--- src/rtl/sar_pkg.sv ---
// sar_pkg: shared state encoding, comparator flag codes and legal-flag check for the SAR search
// Flag vectors are packed as {gt, eq, lt}; exactly one bit set is the only legal response.
package sar_pkg;
    typedef enum logic [1:0] {IDLE, PROBE, DONE} state_t;
    localparam logic [2:0] CMP_GT = 3'b100;
    localparam logic [2:0] CMP_EQ = 3'b010;
    localparam logic [2:0] CMP_LT = 3'b001;
    function automatic logic flags_legal(input logic [2:0] f);
        return (f == CMP_GT) || (f == CMP_EQ) || (f == CMP_LT);
    endfunction
endpackage

--- src/rtl/sar_bit_step.sv ---
// sar_bit_step: one combinational SAR step (keep/clear bit k, form the next trial)
// ports: acc (resolved upper bits), k (bit under test), flags {gt,eq,lt}
//        -> acc_new, trial_nxt (acc_new with bit k-1 set), last (k==0), illegal (not one-hot)
module sar_bit_step
    import sar_pkg::*;
#(
    parameter int WIDTH = 8,
    parameter int KW = (WIDTH > 1) ? $clog2(WIDTH) : 1
) (
    input  logic [WIDTH-1:0] acc,
    input  logic [KW-1:0]    k,
    input  logic [2:0]       flags,
    output logic [WIDTH-1:0] acc_new,
    output logic [WIDTH-1:0] trial_nxt,
    output logic             last,
    output logic             illegal
);
    logic [WIDTH-1:0] mask;
    assign mask      = WIDTH'(1) << k;
    assign acc_new   = (flags == CMP_GT) ? (acc | mask) : (acc & ~mask);
    // mask>>1 is the bit below k; meaningless (zero) at k==0, where last takes over
    assign trial_nxt = acc_new | (mask >> 1);
    assign last      = (k == '0);
    assign illegal   = !flags_legal(flags);
endmodule

--- src/rtl/sar_search_ctrl.sv ---
// sar_search_ctrl: successive-approximation search controller driving an external comparator
// ports: clk, rst (sync, active-high); start begins a search from IDLE; busy high while probing;
//        trial/trial_valid go to the comparator, cmp_valid with gt/lt/eq come back;
//        done pulses one cycle when result/exact/err take the outcome of the finished search
module sar_search_ctrl
    import sar_pkg::*;
#(
    parameter int WIDTH = 8
) (
    input  logic             clk,
    input  logic             rst,
    input  logic             start,
    output logic [WIDTH-1:0] trial,
    output logic             trial_valid,
    input  logic             cmp_valid,
    input  logic             gt,
    input  logic             lt,
    input  logic             eq,
    output logic             busy,
    output logic             done,
    output logic [WIDTH-1:0] result,
    output logic             exact,
    output logic             err
);
    localparam int KW = (WIDTH > 1) ? $clog2(WIDTH) : 1;
    state_t           state, state_n;
    logic [WIDTH-1:0] acc, acc_n, trial_n, result_n, s_acc, s_trial;
    logic [KW-1:0]    k, k_n;
    logic             exact_n, err_n, s_last, s_illegal;
    logic [2:0]       flags;
    assign flags = {gt, eq, lt};
    sar_bit_step #(.WIDTH(WIDTH), .KW(KW)) u_step (
        .acc       (acc),
        .k         (k),
        .flags     (flags),
        .acc_new   (s_acc),
        .trial_nxt (s_trial),
        .last      (s_last),
        .illegal   (s_illegal)
    );
    assign trial_valid = (state == PROBE);
    assign busy        = (state == PROBE);
    assign done        = (state == DONE);
    always_ff @(posedge clk) begin
        if (rst) begin
            state  <= IDLE;
            acc    <= '0;
            k      <= '0;
            trial  <= '0;
            result <= '0;
            exact  <= 1'b0;
            err    <= 1'b0;
        end else begin
            state  <= state_n;
            acc    <= acc_n;
            k      <= k_n;
            trial  <= trial_n;
            result <= result_n;
            exact  <= exact_n;
            err    <= err_n;
        end
    end
    always_comb begin
        state_n  = state;
        acc_n    = acc;
        k_n      = k;
        trial_n  = trial;
        result_n = result;
        exact_n  = exact;
        err_n    = err;
        case (state)
            IDLE: if (start) begin
                acc_n   = '0;
                k_n     = KW'(WIDTH - 1);
                trial_n = WIDTH'(1) << (WIDTH - 1);
                state_n = PROBE;
            end
            PROBE: if (cmp_valid) begin
                if (s_illegal || flags == CMP_EQ) begin
                    result_n = trial;
                    exact_n  = !s_illegal;
                    err_n    = s_illegal;
                    state_n  = DONE;
                end else if (s_last) begin
                    result_n = s_acc;
                    exact_n  = 1'b0;
                    err_n    = 1'b0;
                    state_n  = DONE;
                end else begin
                    acc_n   = s_acc;
                    k_n     = k - KW'(1);
                    trial_n = s_trial;
                end
            end
            default: state_n = IDLE;
        endcase
    end
endmodule

--- config.mk ---
export PLATFORM = sky130hd
export DESIGN_NAME = sar_search_ctrl
export DESIGN_NICKNAME = d
export VERILOG_FILES = /design/src/rtl/sar_pkg.sv /design/src/rtl/sar_bit_step.sv /design/src/rtl/sar_search_ctrl.sv
export SDC_FILE = /design/constraint.sdc
export NUM_CORES = 1
export LEC_CHECK = 0
export ABC_AREA = 0
export CAP_MARGIN = 40
export CORE_MARGIN = 4
export CORE_UTILIZATION = 35
export DETAILED_ROUTE_END_ITERATION = 10
export PLACE_DENSITY = 0.63
export SYNTH_ARGS = -nofsm -noshare
export SYNTH_HDL_FRONTEND = slang
export SYNTH_SLANG_ARGS = --single-unit
--- constraint.sdc ---
create_clock -name clk -period 4.5 [get_ports clk]
set_clock_uncertainty 0.15 [all_clocks]
set_input_delay 1.125 -clock clk [delete_from_list [all_inputs] [get_ports clk]]
set_output_delay 1.125 -clock clk [all_outputs]
set_load 0.01 [all_outputs]
* Word-level counts from Yosys, hierarchy flattened
Cells that the tools add are included.
Operators by class: add/sub/neg operators 1, $mul 0, divide/modulo/power cells 0, magnitude comparators 0, equality and inequality tests 10, shift-type cells 1, muxes and demuxes 26, bitwise logic cells 4, reduce and logical (&&, ||, !) cells 11
Operator list (number):
- $mux W8 | 11
- $pmux W8 S2 | 2
- $mux W3 | 4
- $and A8 B8 Y8 | 1
- $mux W2 | 4
- $ne A2 B2 Y1 const B | 4
- $not A8 Y8 | 1
- $or A8 B7 Y8 | 1
- $or A8 B8 Y8 | 1
- $shl A1 B3 Y8 const A | 1
- $pmux W3 S2 | 1
- $reduce_and A3 Y1 | 2
- $reduce_and A5 Y1 | 1
- $pmux W2 S2 | 1
- $reduce_bool A2 Y1 | 2
- $eq A3 B1 Y1 const B | 1
- $eq A3 B2 Y1 const B | 1
- $eq A3 B3 Y1 const B | 1
- $logic_not A3 Y1 | 1
- $logic_or A1 B1 Y1 | 3
- $mux W1 | 3
- $ne A3 B1 Y1 const B | 1
- $sub A3 B1 Y3 const B | 1
- $eq A2 B1 Y1 const B | 1
- 3 further kinds | 3
Word-level totals: bits in registers 31, bits in latches 0, bits in writable memories 0, memory bits (read-only) 0, input port bits 7, output and inout bits 21, logic and storage cells 60, memories 0

* Depth between registers and ports, before layout
Gate-level depths: netlist of run 1.
word-level depth 9, depth in mapped cells 7, depth with buffers taken out 6

* By module
Synthesis of run 1 repeated with hierarchy kept, for this count alone.
Second synthesis, totals: cells, all modules 258, area total of the unflattened synthesis 2019.4 µm²
Modules (own cells, without submodules):
- sar_search_ctrl | times used 1, cells an instance 206, area an instance 1696.6 µm², sequential area each 620.6 µm²
- sar_bit_step | times used 1, cells an instance 52, area an instance 322.8 µm², sequential area each 0.0 µm²

* Worst setup path before layout of run 1
Ideal clock, no wire load.
path type in2reg, start point in eq, end point reg result[7], setup time 132 ps, data arrival time 2115 ps, required time 4218 ps, path slack 2103 ps, stages on the path 5, path buffers 1, cell sequence inv_1 -> clkbuf_1 -> nand2_2 -> o311ai_0 -> a21oi_1
Between the ends: word-level cells in the longest chain between the ends 7, elaborated cells on any way between the ends 12, those cells by class 3 x eq/ne; 3 x mux; 6 x reduce/logical
RTL lines:
- from (decl) | RTL line sar_search_ctrl.sv:18 | input logic eq,
- $eq A3 B3 Y1 / $eq A3 B2 Y1 (equally long branches) | RTL line sar_pkg.sv:9, sar_bit_step.sv:20, sar_search_ctrl.sv:79
- $logic_or A1 B1 Y1 (2 in series) | RTL line sar_pkg.sv:9 | return (f == CMP_GT) || (f == CMP_EQ) || (f == CMP_LT);
- $logic_not A1 Y1 | RTL line sar_bit_step.sv:24 | assign illegal = !flags_legal(flags);
- $logic_or A1 B1 Y1 | RTL line sar_search_ctrl.sv:79 | if (s_illegal || flags == CMP_EQ) begin
- $reduce_bool A2 Y1 (no line)
- $reduce_and A3 Y1 (no line)
- to (signal assigned) | RTL line sar_search_ctrl.sv:58 | result <= result_n;
- to (decl) | RTL line sar_search_ctrl.sv:21 | output logic [WIDTH-1:0] result,
Several ways; a longest one is shown, not always the timed one. The select of a mux whose other input is x is not followed. A chain may end at the register's enable or synchronous reset.

* Worst setup path after layout of run 1
start point in lt, end point reg trial[6]
Between the ends: word-level cells in the longest chain between the ends 7, elaborated cells on any way between the ends 15, those cells by class 4 x eq/ne; 5 x mux; 1 x bitwise; 5 x reduce/logical
RTL lines:
- from (decl) | RTL line sar_search_ctrl.sv:17 | input logic lt,
- $eq A3 B3 Y1 / $eq A3 B2 Y1 (equally long branches) | RTL line sar_pkg.sv:9, sar_bit_step.sv:20, sar_search_ctrl.sv:79
- $mux W8 / $logic_or A1 B1 Y1 (equally long branches) | RTL line sar_bit_step.sv:20, sar_pkg.sv:9
- $or A8 B7 Y8 / $logic_or A1 B1 Y1 (equally long branches) | RTL line sar_bit_step.sv:22, sar_pkg.sv:9
- $mux W8 / $logic_not A1 Y1 (equally long branches) | RTL line sar_search_ctrl.sv:84, sar_bit_step.sv:24
- $mux W8 / $logic_or A1 B1 Y1 (equally long branches) | RTL line sar_search_ctrl.sv:79
- $mux W8 / $ne A2 B2 Y1 (equally long branches)
- $pmux W8 S2 / $reduce_and A5 Y1 (equally long branches)
- to (signal assigned) | RTL line sar_search_ctrl.sv:57 | trial <= trial_n;
- to (decl) | RTL line sar_search_ctrl.sv:13 | output logic [WIDTH-1:0] trial,
Several ways; a longest one is shown, not always the timed one. The select of a mux whose other input is x is not followed.

==> impl_metrics.yaml, run 1 <==
drt:
  viasPerCell: 5.22
  detail_route.first_pass.iterations: 4
  num_vias: 1429
  ant_nets: 0
  drc_errors: 0
  avgRoutedWirePerCell_um: 14.1
  wirelength_um: 3870
  initialDrtViolationCount: 129
layout:
  nNetsFinal: 233
  diodes: 0
  drive_above_1_share_pct: 8.11
  fin_util_pct: 45.7
  syn_to_final_growth_pct: 22.5
sta:
  final.min_clock_period_ps: 3260
  min_period_over_period_pct: 72.3
  slew-limit-headroom_pct: 46.1
  fin_worst_hold_slack_ps: 298
  rsz0062_at_grt: "false"
  fmaxAchievable_ghz: 0.307
  setup_viol: 0
  tightestPinTransition_ps: 808
  tns_ps: 0
  slew_viol_final: 0
  finalHoldViolCount: 0
floorplan:
  initial_core_util_pct: 37.4
  core-area_sq_mm: 0.00447
  rows: 24
  ios: 28
  die-area_sq_mm: 0.00595
  dieWidth_um: 77.1
  die_y_um: 77.1
grt:
  grt_max_degree: 33
  grt_usage_pct: 14.2
  grt_pass1_wl_um: 6620
  grt-ovfl-total: 0
  antenna_found_initial: 0
  grt_pass1_vias: 1311
clocking:
  clkLatencyLatePin_ps: 280
  cts_buffers: 5
  ctsResizeCount: 0
  cts_buffer_depth: 2
  cts_root_buf: "clkbuf_8"
  cts.sinks: 31
  postCtsHoldBufs: 0
  clk_pin_slew_ps: 60
  cts-htree-levels: 2
  cts_setup_buffers: 0
  tritoncts: "built"
critical_path:
  rrSetupSlack_ps: 2180
  crit_fanout: 12
  cp.required_ps: 4560
  critPathMaxStageDelay_ps: 680
  cp-start-kind: "input pin"
  slowest_stage: "or2_0"
  crit_type: "in -> reg"
  crit_arrival_ps: 3320
  worst_setup_path_end_kind: "flop"
  crit_path_cell_trace: "clkdlybuf4s50_1, xor2_2, buf_4, a31oi_4, or2_0, mux2i_1"
synth:
  yosys_register_bits: 31
  synth_adder_area_share_pct: 3.74
  synth_simple_gate_area_share_pct: 17.9
  synth_top_family_by_area: "compound AO/OA/AOI/OAI gates"
  seq_area_frac_synth_pct: 37.1
  synth-edff-count: 0
  muxShareOfSynthArea_pct: 7.78
  synthesis.area_sq_mm: 0.00167
  synth_cell_types: 38
  synthXorXnorAreaFrac_pct: 2.02
  avgSynthCellArea_sq_um: 8.53
  synth_nets: 208
  ys.flop_type: "dfxtp_1"
  synth-compound-area-share_pct: 24.5
  synth_cells: 196
  yosysWarnings: 0
  async_reset_ff_share_pct: 0
power_and_ir_drop:
  power_density_mw_per_mm2: 301
  vdd_ir_drop_max_v: 0.000119
  leakage_nw: 0.758
place:
  dp_hpwl_um: 2780
  gp_congestion: 0.770
  numPortBuffers: 27
min_path:
  holdCritPathClass: "reg -> reg"
outcome:
  status: "finished clean"
flow_run:
  maxCapViolations: 0
[cells by family (layout without fill, tap and decap cells)]
| family | count (synthesis) | in the layout |
|---|---|---|
| AO/OA/AOI/OAI | 62 | 62 |
| AND/OR/NAND/NOR | 56 | 56 |
| flip-flops | 31 | 31 |
| buffers and inverters | 26 | 52 |
| multiplexers | 13 | 13 |
| adder cells (fa/ha/maj) | 5 | 5 |
| XOR/XNOR | 3 | 3 |
[per-stage QoR]
| step | power, mW | setup WS, ps | instance area [sq um] | cells |
|---|---|---|---|---|
| 6_report | 0.617 | 1240 | 2050 | 274 |
| 5_1_grt | 0.653 | 1110 | 2050 | 274 |
| 4_1_cts | 0.625 | 1240 | 2050 | 274 |
| 3_5_place_dp | 0.417 | 948 | 1970 | 266 |
| 3_3_place_gp | 0.417 | 989 | 1970 | 266 |
| 2_1_floorplan | 0.381 | 2100 | 1670 | 196 |
[metal layers]
layer	global-route usage, %	up-vias	part of all wire [%]
li1	-	729	-
met1	19.0	661	49
met2	20.6	32	44
met3	4.68	7	4.7
met4	6.05	0	2.4
met5	0	-	0
[report_power, final]
group          leakage (nW)  internal [mW]  switching, mW
combinational         0.464         0.0507         0.0682
sequential            0.251          0.283        0.00839
clock                0.0422          0.108         0.0981
[worst max-delay path: cells and delay by family]
family,cells,cell delay (ps)
buf+inv,2,720
simple gates,1,680
compound gates,1,310
mux,1,260
xor+xnor,1,210
[final cells by class]
class / instances / area [sq um]
Fill cell: 454 / 2430
Multi-Input combinational cell: 139 / 935
Sequential cell: 31 / 621
Timing Repair Buffer: 30 / 293
Clock buffer: 7 / 76.3
Tap cell: 52 / 65.1
Inverter: 14 / 52.6
Clock inverter: 1 / 5.00
[cells in the final DEF, fill, tap and decap left out, drive strengths merged, types with 2 or more instances in the layout]
| cell type | netlist | routed |
|---|---|---|
| dfxtp | 31 | 31 |
| clkdlybuf4s50 | 0 | 27 |
| nand2 | 20 | 20 |
| a21oi | 19 | 19 |
| o21ai | 18 | 18 |
| inv | 14 | 14 |
| mux2i | 13 | 13 |
| nand2b | 9 | 9 |
| a21o | 8 | 8 |
| o211ai | 8 | 8 |
| clkbuf | 6 | 7 |
| nor2b | 5 | 5 |
| and2 | 5 | 5 |
| nor2 | 5 | 5 |
| ha | 5 | 5 |
| buf | 6 | 3 |
| xnor2 | 2 | 2 |
| nand3b | 2 | 2 |
| nor3 | 2 | 2 |
| a221oi | 2 | 2 |
| a31oi | 2 | 2 |
| nor4 | 2 | 2 |
[Yosys cell counts (2+ instances only)]
| master | number | share of area (%) |
|---|---|---|
| buf_2 | 3 | 0.90 |
| ha_1 | 5 | 3.7 |
| inv_1 | 14 | 3.1 |
| clkbuf_1 | 6 | 1.3 |
| nor2_1 | 5 | 1.1 |
| nand3b_1 | 2 | 0.90 |
| dfxtp_1 | 31 | 37 |
| mux2i_1 | 13 | 7.8 |
| a21o_1 | 8 | 3.6 |
| xnor2_1 | 2 | 1.0 |
| and2_1 | 5 | 1.9 |
| a21oi_1 | 19 | 5.7 |
| o21ai_0 | 18 | 5.4 |
| nand2_1 | 19 | 4.3 |
| o211ai_1 | 8 | 3.6 |
| a221oi_2 | 2 | 1.8 |
| nor2b_1 | 5 | 1.9 |
| nor3_1 | 2 | 0.60 |
| buf_4 | 2 | 0.90 |
| nand2b_1 | 9 | 3.4 |
[registers in the layout, summed over array words and instances (netlist names)]
name / flops
acc: 8
trial: 8
exact: 1
err: 1
k: 3
result: 8
state: 2
[final timing paths]
path,startpoint,to,cells after the start
worst max register to register,k[1],trial[6],6
worst min register to register,exact,exact,2
worst min-delay path,exact,exact,2
worst max-delay path,lt,trial[6],6
(Power assumes the default switching activity.)
==> run 2, diff against run 1 <==
==> constraint.sdc (replaced) <==
create_clock -name clk -period 3.3 [get_ports clk]
set_clock_uncertainty 0.15 [all_clocks]
set_input_delay 0.825 -clock clk [delete_from_list [all_inputs] [get_ports clk]]
set_output_delay 0.825 -clock clk [all_outputs]
set_load 0.01 [all_outputs]
==> run 2 against run 1 <==
Compared with the run above:
- sequential power is 36% higher
- die area stayed put
- setup slack worse by 610 ps
- total power is 49% higher
- non-clock buffer count is 2 higher
- critical path type unchanged
- critical path depth stayed put
- combinational power is 40% higher
- cell count is 0.36% higher
- sequential share of layout area is 0.53 points lower
- routed wire length is 0.88% higher
==> impl_metrics.yaml, run 2 (synthesis results as in run 1) <==
sta:
  slew_viol_final: 0
  tns_ps: 0
  rsz0062_at_grt: "false"
  fmaxAchievable_ghz: 0.375
  min_period_over_period_pct: 80.8
  slew-limit-headroom_pct: 63.7
  setup_viol: 0
  finalHoldViolCount: 0
  tightestPinTransition_ps: 543
  fin_ws_ps: 633
  final.min_clock_period_ps: 2670
layout:
  nNetsFinal: 235
  final_common_cell: "dfxtp_1"
  multi_input_area_sq_um: 935
  final_cell_area_sq_mm: 0.00208
  diodes: 0
  layout.area.seq_sq_um: 621
  drive_above_1_share_pct: 8.97
  top_regs: "acc: 8 flops, result: 8 flops, trial: 8 flops"
  fill_cells: 449
  final_cell_mix: "dfxtp_1 (31), clkdlybuf4s50_1 (27), nand2_1 (19), a21oi_1 (19), o21ai_0 (18)"
  fin_util_pct: 46.6
  syn_to_final_growth_pct: 24.6
floorplan:
  initial_core_util_pct: 37.4
  die_y_um: 77.1
  rows: 24
  ios: 28
  core-area_sq_mm: 0.00447
  die-area_sq_mm: 0.00595
  dieWidth_um: 77.1
clocking:
  clk_pin_slew_ps: 60
  cts.sinks: 31
  ctsResizeCount: 0
  clkLatencyLatePin_ps: 280
  cts_root_buf: "clkbuf_8"
  postCtsHoldBufs: 0
  cts_buffer_depth: 2
  cts-htree-levels: 2
  cts_setup_buffers: 0
  tritoncts: "built"
  cts_buffers: 5
drt:
  viasPerCell: 5.21
  wirelength_um: 3900
  initialDrtViolationCount: 77
  avgRoutedWirePerCell_um: 14.2
  drc_errors: 0
  detail_route.first_pass.iterations: 4
  ant_nets: 0
  num_vias: 1434
grt:
  antenna_found_initial: 0
  grt-ovfl-total: 0
  grt_pass1_vias: 1349
  grt_max_degree: 32
  grt_pass1_wl_um: 6690
  grt_usage_pct: 13.8
critical_path:
  crit_fanout: 11
  crit_type: "in -> reg"
  cp-start-kind: "input pin"
  crit_arrival_ps: 2730
  worst_setup_path_end_kind: "flop"
  r2r_cells: 7
  cp.required_ps: 3360
  rrSetupSlack_ps: 1210
place:
  dp_hpwl_um: 2840
  gp_congestion: 0.847
  numPortBuffers: 27
  pre_cts_ws_ps: 340
  place_area_sq_mm: 0.00198
flow_run:
  maxCapViolations: 0
power_and_ir_drop:
  total_power_mw: 0.922
  power_density_mw_per_mm2: 443
  leakage_nw: 0.776
  vdd_ir_drop_max_v: 0.000210
min_path:
  hold_depth: 2
  holdCritPathClass: "reg -> reg"
outcome:
  status: "finished clean"
==> run 2: path summary, 6_finish.rpt <==
| path | from | endpoint |
|---|---|---|
| min | exact | exact |
| max reg2reg | k[0] | trial[7] |
| max | lt | result[7] |
| min reg2reg | exact | exact |
==> run 2: routing by layer <==
metal | vias up | track usage, % | share of wire, %
li1 | 735 | - | -
met1 | 665 | 18.4 | 48
met2 | 29 | 21.3 | 46
met3 | 5 | 3.75 | 4.7
met4 | 0 | 5.34 | 1.2
met5 | - | 0 | 0
==> run 2: per-stage QoR <==
stage	hold WS, ps	cells
2_1_floorplan	296	196
3_3_place_gp	287	268
3_5_place_dp	293	268
4_1_cts	301	275
5_1_grt	318	275
6_report	297	275
==> run 2: layout make-up <==
cell class,instances,area share (%)
Multi-Input combinational cell,139,44.9
Sequential cell,31,29.8
Timing Repair Buffer,32,14.8
Clock buffer,6,3.48
Tap cell,52,3.12
Inverter,14,2.52
Clock inverter,1,1.44
==> run 2: worst max-delay path, cell delays in order <==
cell and delay, ps:
clkdlybuf4s50_1 530, xor2_2 250, buf_4 210, a31oi_2 500, o311ai_0 240, a21oi_1 180
==> run 2: report_power, final <==
part	switching, mW	total (mW)	internal (mW)	leakage, nW
registers	0.0113	0.398	0.386	0.251
logic	0.0949	0.167	0.0716	0.473
clock network	0.137	0.358	0.221	0.0513
==> run 3, diff against run 2 <==
==> constraint.sdc (replaced) <==
create_clock -name clk -period 2.71 [get_ports clk]
set_clock_uncertainty 0.15 [all_clocks]
set_input_delay 0.6775 -clock clk [delete_from_list [all_inputs] [get_ports clk]]
set_output_delay 0.6775 -clock clk [all_outputs]
set_load 0.01 [all_outputs]
==> run 3 against run 2 <==
Compared with the run above:
- first-iteration DRC count grew 56%
- non-clock buffer count grew 10
- hold slack is essentially flat
- combinational power grew 38%
- clock-buffer cell count is the same
- routed wire length grew 3.9%
- flip-flop and latch count is the same
- critical path type is now reg -> out
- critical endpoint is now busy
- largest power group unchanged
==> impl_metrics.yaml, run 3 (synthesis results as in run 1) <==
outcome:
  status: "finished clean"
drt:
  num_vias: 1472
  drc_errors: 0
  viasPerCell: 5.15
  avgRoutedWirePerCell_um: 14.2
  initialDrtViolationCount: 120
  ant_nets: 0
  wirelength_um: 4050
  detail_route.first_pass.iterations: 4
layout:
  top_regs: "acc: 8 flops, result: 8 flops, trial: 8 flops"
  fill_cells: 437
  final_common_cell: "dfxtp_1"
  multi_input_area_sq_um: 935
  drive_above_1_share_pct: 13.7
  diodes: 0
  final_cell_mix: "dfxtp_1 (31), clkdlybuf4s50_1 (27), nand2_1 (19), a21oi_1 (19), o21ai_0 (18)"
  fin_util_pct: 49.1
  nNetsFinal: 245
  final_cell_area_sq_mm: 0.00220
  syn_to_final_growth_pct: 31.5
  layout.area.seq_sq_um: 621
place:
  place_area_sq_mm: 0.00208
  numPortBuffers: 27
  dp_hpwl_um: 2930
  gp_congestion: 0.804
min_path:
  holdCritStartpoint: "exact"
  hold_path_end: "exact"
  hold_depth: 2
  holdCritPathClass: "reg -> reg"
floorplan:
  rows: 24
  core-area_sq_mm: 0.00447
  ios: 28
  die_y_um: 77.1
  dieWidth_um: 77.1
  die-area_sq_mm: 0.00595
  initial_core_util_pct: 37.4
grt:
  grt_max_degree: 32
  grt_pass1_wl_um: 6910
  antenna_found_initial: 0
  grt_pass1_vias: 1417
  grt_usage_pct: 14.4
  grt-ovfl-total: 0
sta:
  final.min_clock_period_ps: 2410
  slew_viol_final: 0
  tns_ps: 0
  fmaxAchievable_ghz: 0.416
  setup_viol: 0
  rsz0062_at_grt: "false"
  finalHoldViolCount: 0
  tightestPinTransition_ps: 403
  fin_worst_hold_slack_ps: 297
  min_period_over_period_pct: 88.8
  slew-limit-headroom_pct: 73.0
flow_run:
  maxCapViolations: 0
critical_path:
  r2r_cells: 7
  cp-start-kind: "flop"
  rr_startpoint: "k[0]"
  cp.required_ps: 1880
  timing.rr.end: "result[0]"
  worst_setup_path_end_kind: "output port"
  rrSetupSlack_ps: 780
  crit_fanout: 5
  crit_type: "reg -> out"
  crit_arrival_ps: 1580
clocking:
  cts_buffers: 5
  cts_buffer_depth: 2
  cts-htree-levels: 2
  cts.sinks: 31
  postCtsHoldBufs: 0
  cts_setup_buffers: 0
  ctsResizeCount: 0
  clkLatencyLatePin_ps: 290
  cts_root_buf: "clkbuf_8"
  clk_pin_slew_ps: 60
  tritoncts: "built"
power_and_ir_drop:
  power_density_mw_per_mm2: 542
  total_power_mw: 1.19
  leakage_nw: 0.843
  vdd_ir_drop_max_v: 0.000189
run 3: final cells by class:
cell class | instances | share of cell area [%]
Clock buffer | 6 | 3.76
Clock inverter | 2 | 1.59
Inverter | 14 | 2.39
Multi-Input combinational cell | 139 | 42.5
Sequential cell | 31 | 28.2
Tap cell | 52 | 2.96
Timing Repair Buffer | 42 | 18.6
run 3: worst max path at each step:
stage,startpoint,endpoint,slack (ps),cells after the start
after floorplan,eq,result[7],760,5
after global routing,state[0],busy,190,3
final,state[1],busy,300,3
after detailed placement,lt,result[4],40,6
after CTS,state[1],busy,270,3
after global placement,lt,trial[3],30,6
run 3: critical path: stages (launching register included):
cell and delay (ps):
dfxtp_1 340, nand2b_1 260, inv_1 150, clkdlybuf4s50_1 550
run 3: through the flow:
stage	setup WS, ps	instances
6_report	304	286
5_1_grt	186	286
4_1_cts	271	286
3_5_place_dp	39.5	278
3_3_place_gp	32.6	278
2_1_floorplan	760	196
run 3: metal layers:
layer	track usage [%]	up-vias	routed length, um
li1	-	754	-
met1	18.0	686	1920
met2	24.1	25	1930
met3	3.63	7	153
met4	4.80	0	51
met5	0	-	0
run 3: report_power, final:
group	internal, mW	total, mW	switching (mW)
Combinational	0.107	0.230	0.122
Clock	0.297	0.477	0.180
Sequential	0.470	0.484	0.0135
Total	0.875	1.19	0.316
==> RTL edit, RTL diff (flow settings as in run 2) <==
Re-encode `state_t` (3 states) as one-hot, 3 bits wide.
--- a/src/rtl/sar_pkg.sv
+++ b/src/rtl/sar_pkg.sv
@@ -1,7 +1,7 @@
 // sar_pkg: shared state encoding, comparator flag codes and legal-flag check for the SAR search
 // Flag vectors are packed as {gt, eq, lt}; exactly one bit set is the only legal response.
 package sar_pkg;
-    typedef enum logic [1:0] {IDLE, PROBE, DONE} state_t;
+    typedef enum logic [2:0] {IDLE = 3'b001, PROBE = 3'b010, DONE = 3'b100} state_t;
     localparam logic [2:0] CMP_GT = 3'b100;
     localparam logic [2:0] CMP_EQ = 3'b010;
     localparam logic [2:0] CMP_LT = 3'b001;
Function: no difference found for any inputs over 10 cycles, from zero or initial values and one cycle with rst high; not proved beyond that.
==> RTL edit against run 2 <==
- die area is 4.0% lower
- wire length is 1.0% lower
- sequential cell count is 1 higher
- total power is 4.0% lower
- worst setup slack worse by 0.067 ns
- combinational power is 34% lower
- synthesized area is 4.4% lower
- final area is 2.5% lower
- highest routed layer unchanged
==> RTL edit: results (changes against run 2) <==
metric;value;unit;change
slew_viol_final;0;;unchanged
outcome;complete, no violations;;unchanged
drt_iter0_drc;76;;was 77
place_inst;253;;was 268
fin_nets;220;;was 235
slew-limit-headroom;60.91;%;was 63.68%
worstPathMaxFanout;7;;was 11
grt_max_degree;16;;was 32
portBuffers;27;;unchanged
cpPeakStageDelay;0.63;ns;was 0.53 ns
cts_buffers;5;;unchanged
layout.cells.non_filler;261;;was 275
antenna_found_initial;0;;unchanged
vias;1350;;was 1434
ys_top_cells_by_area;dfxtp_1, a21oi_1, nand2_1;;was dfxtp_1, mux2i_1, a21oi_1
synthArstFlopShare;0;%;unchanged
ant_nets;0;;unchanged
syn_nets;190;;was 208
diodes;0;;unchanged
synth_common_cells;dfxtp_1, a21oi_1, nand2_1;;unchanged
postCtsSetupRepairBufs;0;;unchanged
path_clk_slew;0.06;ns;about the same
p_sw_share;25.00;%;was 26.37%
grt_pass1_vias;1279;;was 1349
postCtsResizedCells;0;;unchanged
gp_congestion;0.8823;;was 0.8465
clock_latency;0.28;ns;about the same
nFillCells;447;;was 449
vdd_drop_max;0.1929;mV;was 0.2103 mV
hpwl;2.907;mm;was 2.841 mm
totalWireLength;3.861;mm;was 3.900 mm
hold_path_class;reg2reg;;unchanged
reg_top3;acc x8, result x8, trial x8;;unchanged
cts-root-buf;clkbuf_8;;unchanged
cpLargestDelayFamily;buffers and inverters;;was compound AO/OA/AOI/OAI gates
firstDrtPassIters;4;;unchanged
cp.arrival;1.76;ns;was 2.73 ns
grt_pass1_wl;6.396;mm;was 6.686 mm
synth.distinct_cells;43;;was 38
p_leak;0.7316;nW;was 0.7760 nW
grt_overflow;0;;unchanged
ys_warn_count;0;;unchanged
yosysSeqAreaShare;40.09;%;was 37.13%
layout-drive-gt1-share;10.05;%;was 8.969%
cts_max_level;2;;unchanged
slowest_stage;clkdlybuf4s50_1;;unchanged
track_usage;14.78;%;was 13.85%
cts_max_path_buffers;2;;unchanged
syn_inst;178;;was 196
## RTL edit: changes by cell type in the layout (fill, tap and decap cells not counted), sizes merged, moves of 3 or more
cell,delta
a22o,+6
o21ai,-12
mux2i,-7
o2bb2ai,+3
a21o,-7
o32ai,+4
o21a,+3
and2,-3
nand2b,-9
nor2,+4
## RTL edit: worst min-delay path: cells and delay by family, from the launching register on
family	cells	cell delay (ns)
AO/OA/AOI/OAI	1	0.05
flip-flops	1	0.31
AND/OR/NAND/NOR	1	0.05
## RTL edit: cell families after synthesis
| kind of cell | share of synthesized area [%] |
|---|---|
| fa+ha+maj | 3.915 |
| xor+xnor | 1.645 |
| buf+inv | 6.734 |
| simple gates | 15.66 |
| flops | 40.09 |
| compound gates | 26.55 |
| mux | 5.403 |
## RTL edit: final cells by class
class | count | area [um2] | area share [%]
Clock inverter | 2 | 35.03 | 1.725
Tap cell | 52 | 65.06 | 3.204
Inverter | 14 | 52.55 | 2.588
Timing Repair Buffer | 33 | 315.3 | 15.53
Sequential cell | 32 | 640.6 | 31.55
Clock buffer | 6 | 72.57 | 3.574
Multi-Input combinational cell | 122 | 849.6 | 41.84
## RTL edit: power by group through the flow
stage | registers [mW] | clock network, mW | logic, mW
detailed placement | 0.414 | 0 | 0.110
global placement | 0.414 | 0 | 0.109
CTS | 0.406 | 0.380 | 0.111
finish | 0.406 | 0.369 | 0.111
floorplan | 0.411 | 0 | 0.0771
global route | 0.407 | 0.391 | 0.123
## RTL edit: per-stage QoR
| step | setup slack (ns) | instance area [um2] |
|---|---|---|
| after floorplan | 1.070 | 1598 |
| after global placement | 0.4290 | 1923 |
| after detailed placement | 0.4117 | 1923 |
| after CTS | 0.5742 | 2031 |
| after global routing | 0.5035 | 2031 |
| final | 0.5665 | 2031 |
## RTL edit: path summary, 6_finish.rpt
kind                                     to  cells past startpoint       from  slack (ns)
worst max-delay path            trial_valid                      2   state[1]        0.57
worst min-delay path              result[7]                      2  result[7]        0.30
worst max register to register     trial[1]                      6       k[0]        0.91
worst min register to register    result[7]                      2  result[7]        0.30
## RTL edit: routing by layer
metal	GRT usage (%)	wire (um)	share of wire (%)
met1	21.64	1968	51
met2	22.15	1642	43
met3	3.166	212	5.5
met4	3.495	38	0.98
met5	0	0	0
